<file path="src/rtl/vga_fifo_pl_pkg.sv">
// vga_fifo_pl_pkg: shared types for the pixel-path FIFO
package vga_fifo_pl_pkg;
  typedef struct packed {
    logic ovf;
    logic udf;
  } err_t;
endpackage

</file>
<file path="src/rtl/vga_fifo_pl_if.sv">
// vga_fifo_pl_if: write/read/status bundle between wishbone master, FIFO and pixel generator
interface vga_fifo_pl_if #(parameter int AWIDTH = 7, parameter int DWIDTH = 32);
  logic [DWIDTH-1:0] d;
  logic wreq;
  logic rreq;
  logic [DWIDTH-1:0] q;
  logic [AWIDTH:0] afull_lvl;
  logic [AWIDTH:0] aempty_lvl;
  logic [AWIDTH:0] level;
  logic empty;
  logic hfull;
  logic full;
  logic afull;
  logic aempty;
  logic ovf;
  logic udf;
  modport master (
    output d, wreq, rreq, afull_lvl, aempty_lvl,
    input q, level, empty, hfull, full, afull, aempty, ovf, udf
  );
  modport slave (
    input d, wreq, rreq, afull_lvl, aempty_lvl,
    output q, level, empty, hfull, full, afull, aempty, ovf, udf
  );
endinterface

</file>
<file path="src/rtl/vga_fifo_dpram.sv">
// vga_fifo_dpram: write-synchronous, read-asynchronous dual-port memory
module vga_fifo_dpram #(parameter int AWIDTH = 7, parameter int DWIDTH = 32) (
  input  logic              clk,
  input  logic              we,
  input  logic [AWIDTH-1:0] waddr,
  input  logic [DWIDTH-1:0] wdata,
  input  logic [AWIDTH-1:0] raddr,
  output logic [DWIDTH-1:0] rdata
);
  logic [DWIDTH-1:0] mem [2**AWIDTH];
  always_ff @(posedge clk)
    if (we) mem[waddr] <= wdata;
  assign rdata = mem[raddr];
endmodule

</file>
<file path="src/rtl/vga_fifo_pl.sv">
// vga_fifo_pl: show-ahead FIFO with fill level, programmable thresholds and sticky errors
module vga_fifo_pl
  import vga_fifo_pl_pkg::*;
#(parameter int AWIDTH = 7, parameter int DWIDTH = 32) (
  input logic clk,
  input logic aclr,
  input logic sclr,
  vga_fifo_pl_if.slave bus
);
  localparam int DEPTH = 2**AWIDTH;
  logic [AWIDTH-1:0] rptr, wptr;
  logic [AWIDTH:0] level;
  err_t err;
  logic empty, full, rd_acc, wr_acc;
  always_comb begin
    empty  = level == '0;
    full   = level == (AWIDTH+1)'(DEPTH);
    rd_acc = bus.rreq & ~empty;
    wr_acc = bus.wreq & (~full | bus.rreq);
  end
  always_ff @(posedge clk or negedge aclr)
    if (!aclr) begin
      rptr  <= '0;
      wptr  <= '0;
      level <= '0;
      err   <= '0;
    end else if (sclr) begin
      rptr  <= '0;
      wptr  <= '0;
      level <= '0;
      err   <= '0;
    end else begin
      rptr    <= rptr + AWIDTH'(rd_acc);
      wptr    <= wptr + AWIDTH'(wr_acc);
      level   <= level + (AWIDTH+1)'(wr_acc) - (AWIDTH+1)'(rd_acc);
      err.ovf <= err.ovf | (bus.wreq & ~wr_acc);
      err.udf <= err.udf | (bus.rreq & ~rd_acc);
    end
  // sclr also blocks the memory write so an ignored request leaves mem untouched
  vga_fifo_dpram #(.AWIDTH(AWIDTH), .DWIDTH(DWIDTH)) u_mem (
    .clk  (clk),
    .we   (wr_acc & ~sclr),
    .waddr(wptr),
    .wdata(bus.d),
    .raddr(rptr),
    .rdata(bus.q)
  );
  assign bus.level  = level;
  assign bus.empty  = empty;
  assign bus.full   = full;
  assign bus.hfull  = level >= (AWIDTH+1)'(DEPTH/2);
  assign bus.afull  = level >= bus.afull_lvl;
  assign bus.aempty = level <= bus.aempty_lvl;
  assign bus.ovf    = err.ovf;
  assign bus.udf    = err.udf;
endmodule

</file>
<file path="src/flat_wrapper.sv">
// flat-port wrapper written by rule: the top's interface ports become plain ports
module vga_fifo_pl_flat import vga_fifo_pl_pkg::*;
#(parameter int AWIDTH = 7, parameter int DWIDTH = 32)
  (clk, aclr, sclr, bus_d, bus_wreq, bus_rreq, bus_afull_lvl, bus_aempty_lvl, bus_q, bus_level, bus_empty, bus_hfull, bus_full, bus_afull, bus_aempty, bus_ovf, bus_udf);
  vga_fifo_pl_if #(.AWIDTH(AWIDTH), .DWIDTH(DWIDTH)) bus_i ();
  input logic clk;
  input logic aclr;
  input logic sclr;
  input wire logic [$bits(bus_i.d)-1:0] bus_d;
  input wire logic [$bits(bus_i.wreq)-1:0] bus_wreq;
  input wire logic [$bits(bus_i.rreq)-1:0] bus_rreq;
  input wire logic [$bits(bus_i.afull_lvl)-1:0] bus_afull_lvl;
  input wire logic [$bits(bus_i.aempty_lvl)-1:0] bus_aempty_lvl;
  output wire logic [$bits(bus_i.q)-1:0] bus_q;
  output wire logic [$bits(bus_i.level)-1:0] bus_level;
  output wire logic [$bits(bus_i.empty)-1:0] bus_empty;
  output wire logic [$bits(bus_i.hfull)-1:0] bus_hfull;
  output wire logic [$bits(bus_i.full)-1:0] bus_full;
  output wire logic [$bits(bus_i.afull)-1:0] bus_afull;
  output wire logic [$bits(bus_i.aempty)-1:0] bus_aempty;
  output wire logic [$bits(bus_i.ovf)-1:0] bus_ovf;
  output wire logic [$bits(bus_i.udf)-1:0] bus_udf;
  assign bus_i.d = bus_d;
  assign bus_i.wreq = bus_wreq;
  assign bus_i.rreq = bus_rreq;
  assign bus_i.afull_lvl = bus_afull_lvl;
  assign bus_i.aempty_lvl = bus_aempty_lvl;
  assign bus_q = bus_i.q;
  assign bus_level = bus_i.level;
  assign bus_empty = bus_i.empty;
  assign bus_hfull = bus_i.hfull;
  assign bus_full = bus_i.full;
  assign bus_afull = bus_i.afull;
  assign bus_aempty = bus_i.aempty;
  assign bus_ovf = bus_i.ovf;
  assign bus_udf = bus_i.udf;
  vga_fifo_pl #(.AWIDTH(AWIDTH), .DWIDTH(DWIDTH)) u_core (.clk(clk), .aclr(aclr), .sclr(sclr), .bus(bus_i));
endmodule
</file>
<file path="config.mk">
export PLATFORM = sky130hd
export DESIGN_NAME = vga_fifo_pl_flat
export DESIGN_NICKNAME = d
export VERILOG_FILES = /design/src/rtl/vga_fifo_pl_pkg.sv /design/src/rtl/vga_fifo_pl_if.sv /design/src/rtl/vga_fifo_dpram.sv /design/src/rtl/vga_fifo_pl.sv /design/src/flat_wrapper.sv
export SDC_FILE = /design/constraint.sdc
export NUM_CORES = 2
export LEC_CHECK = 0
export BUFFER_PORTS_ARGS = -buffer_cell sky130_fd_sc_hd__buf_2
export CORE_MARGIN = 3
export CORE_UTILIZATION = 40
export DETAILED_ROUTE_END_ITERATION = 8
export PLACE_DENSITY = 0.63
export SYNTH_ARGS = -nofsm -noshare
export SYNTH_HDL_FRONTEND = slang
export SYNTH_HIERARCHICAL = 1
export SYNTH_SLANG_ARGS = --single-unit
</file>
<file path="constraint.sdc">
create_clock -name clk -period 4.4 [get_ports clk]
set_input_delay 0.44 -clock clk [delete_from_list [all_inputs] [get_ports clk]]
set_output_delay 0.44 -clock clk [all_outputs]
set_load 0.03 [all_outputs]
</file>
==> impl_metrics.yaml <==
status:
  status: "finished, violations left"
  violations: "setup timing"
synthesis:
  yosysMostFrequentCell: "edfxtp_1"
  synth_top_cells_by_count: "edfxtp_1, mux4_2, clkbuf_1"
  synth_area_leaders: "edfxtp_1, mux4_2, clkbuf_1, dfrtp_1, nor2_1"
  syn_area_per_cell_sq_um: 25.6
  ys_warn_count: 6
  async_flop_share: 0.00583
  synth_edf_count: 4096
  synth_fp_nets: 6241
  synth_top_area_frac: 0.781
  syn_inst: 6157
  yosysSeqAreaShare: 0.785
  syn-cell-area_sq_mm: 0.157
  synth_top_area_cell: "edfxtp_1"
  yosysUniqueCellTypes: 49
  synth_seq_cells: 4120
  synth-main-ff-cell: "edfxtp_1"
route:
  totalWireLength_mm: 433
  vias: 74142
  via_per_inst: 5.96
  drt-wirelength-per-cell_um: 34.8
  drc_errors: 0
  drt-initial-drc-count: 10677
  ant_nets: 0
  firstDrtPassIters: 5
sta:
  rsz0062_at_grt: "true"
  period_needed_ns: 4.87
  finalSetupViolCount: 32
  slew_headroom: 0.115
  fin_hold_ws_ns: 0.0638
  slew_viol_final: 0
  finalCritPeriodShare: 1.11
  timing.fmax_ghz: 0.205
  finalClockSkew_ns: 0.0535
  fin_ws_ns: -0.470
  finalHoldViolCount: 0
  tightest_slew_ns: 1.33
floorplan:
  initial_core_util: 0.403
  io-pin-count: 100
  fp.coreArea_sq_mm: 0.391
  die_area_sq_mm: 0.401
  core.rowCount: 229
  die-height_um: 633
  die_w_um: 633
grt:
  grt_antenna_before_repair: 40
  grt_remaining_overflow: 0
  grt_pass1_wl_mm: 599
  first_global_vias: 74444
  grt_max_degree: 98
  groute.usage.overall: 0.214
critical_path:
  cp.required_ns: 3.96
  cp-end-kind: "primary output"
  crit_fanout: 7
  critPathArrivalTime_ns: 4.43
  critPathKind: "flop to primary output"
  slowest_stage: "mux4_2"
  cp.buffers_inverters: 6
  worstPathCellList: "buf_12 -> buf_16 -> buf_12 -> buf_12 -> clkbuf_16 -> mux4_2 -> mux4_2 -> mux4_2 -> mux2_4 -> buf_6"
  start_kind: "flop"
  critPathTopFamily: "multiplexers"
  reg2reg_slack_ns: 0.50
  cp_slowest_stage_delay_ns: 0.61
finish:
  syn_to_final_growth_pct: 18.1
  seqCellArea_sq_mm: 0.124
  drive_gt1_frac: 0.374
  fin_nets: 6944
  multi_input_area_sq_mm: 0.0335
  final_util: 0.476
  fillers: 30663
placed_design:
  hpwlAfterDp_mm: 237
  gp_congestion: 0.820
  port_buffers: 99
  preCtsSetupSlack_ns: 0.0267
pwr:
  p_seq_frac: 0.478
  power.density_mw_per_mm2: 488
  switchingPower_mw: 21.4
  power_frac_comb: 0.150
  clkPwrFrac: 0.372
  p_int_mw: 69.2
  worst_ir_drop_vdd_v: 0.000350
  sw_frac_of_total: 0.236
  finalPower_mw: 90.6
  p_leak_nw: 55.9
clock_tree:
  clock-root-buffer: "clkbuf_16"
  cts.sinks: 4120
  cts_max_level: 5
  cts_tree: "built"
  numCtsBuffers: 407
  clockBufferDepth: 4
  clk_pin_slew_ns: 0.06
  worstSkewPairLatency_ns: 0.98
hold_path:
  hold_path_class: "input pin to flop"
flow_run:
  cap_violations: 0
layer usage:
metal | up-vias | wire length [um] | global-route usage | share of wire
li1 | 28544 | - | - | -
met1 | 40840 | 165000 | 0.296 | 0.38
met2 | 4055 | 209000 | 0.342 | 0.48
met3 | 691 | 40300 | 0.0358 | 0.093
met4 | 12 | 18500 | 0.0822 | 0.043
met5 | - | 82 | 0 | 0.00019
metrics by stage:
step                area [sq um]  setup TNS [ns]  cells
CTS                       184000          -16.14  12322
global placement          170000               0  11515
floorplan                 157000          -25.56   6157
finish                    186000          -13.15  12448
detailed placement        170000               0  11515
global route              186000          -14.94  12433
final timing paths:
kind,startpoint,to,cells after the start
setup / recovery,u_core/rptr[0]$_DFF_PN0_,bus_q[29],10
hold / removal,bus_d[13],u_core/u_mem/mem[22][13]$_DFFE_PP_,1
setup reg to reg,u_core/bus.level[2]$_DFF_PN0_,u_core/u_mem/mem[48][17]$_DFFE_PP_,10
hold reg to reg,u_core/bus.ovf$_DFF_PN0_,u_core/bus.ovf$_DFF_PN0_,2
max in group asynchronous,aclr,u_core/rptr[6]$_DFF_PN0_,2
min in group asynchronous,aclr,u_core/bus.level[5]$_DFF_PN0_,2
cell families after synthesis:
kind of cell,after synthesis,share of synthesized area
AO/OA/AOI/OAI,29,0.00137
XOR/XNOR,12,0.000668
adder cells (fa/ha/maj),31,0.00251
buffers and inverters,349,0.00912
flip-flops,4120,0.785
multiplexers,1379,0.195
AND/OR/NAND/NOR,237,0.00656
timing repair:
| action | CTS | global route |
|---|---|---|
| cloned | 25 | 26 |
| endpoints found under the setup margin | 32 | 32 |
| endpoints found under the hold margin | 118 | 0 |
| hold buffers | 7 | 0 |
| resized for setup | 127 | 81 |
| buffers inserted | 28 | 50 |
power groups by stage:
stage / Clock (mW) / Sequential (mW) / Combinational [mW]
final: 33.7 / 43.3 / 13.6
after global routing: 35.8 / 43.3 / 14.2
after CTS: 34.2 / 43.3 / 12.9
after detailed placement: 0 / 44.2 / 11.8
after global placement: 0 / 44.2 / 11.7
after floorplan: 0 / 44.2 / 7.17
state kept, by name (all words and copies together), names as in the netlist:
register          flops
u_core/bus.level      8
u_core/bus.ovf        1
u_core/bus.udf        1
u_core/rptr           7
u_core/u_mem/mem   4096
u_core/wptr           7
cell usage in the layout, fill, tap and decap left out, types with 9 or more instances in the layout:
cell type  synthesis  layout
clkbuf_1         184      86
buf_6              2      39
buf_12             0     225
mux2_4             1      25
mux4_2          1344    1344
clkinv_1           0     105
clkbuf_16          0     441
nor2_1           148      29
edfxtp_1        4096    4096
buf_2             80      41
ha_1              30      30
inv_1             28      28
diode_2            0      53
nor2b_1           14      14
buf_8              0       9
bufinv_16          0      31
nand2_1           25      22
nor2_4             0     119
buf_4              3     212
buf_16             0      53
dfrtp_1           24      17
nand3_1           18      14
clkinv_2           0      77
layout make-up:
cell class                 instances  share of cell area
antenna                           53            0.000714
multi-input combinational       1688               0.180
clock inverter                   242              0.0113
sequential                      4120               0.665
tap                             5197              0.0350
timing repair buffer             614              0.0491
inverter                          29            0.000586
clock buffer                     505              0.0580
Power figures use the tool's default switching activity.
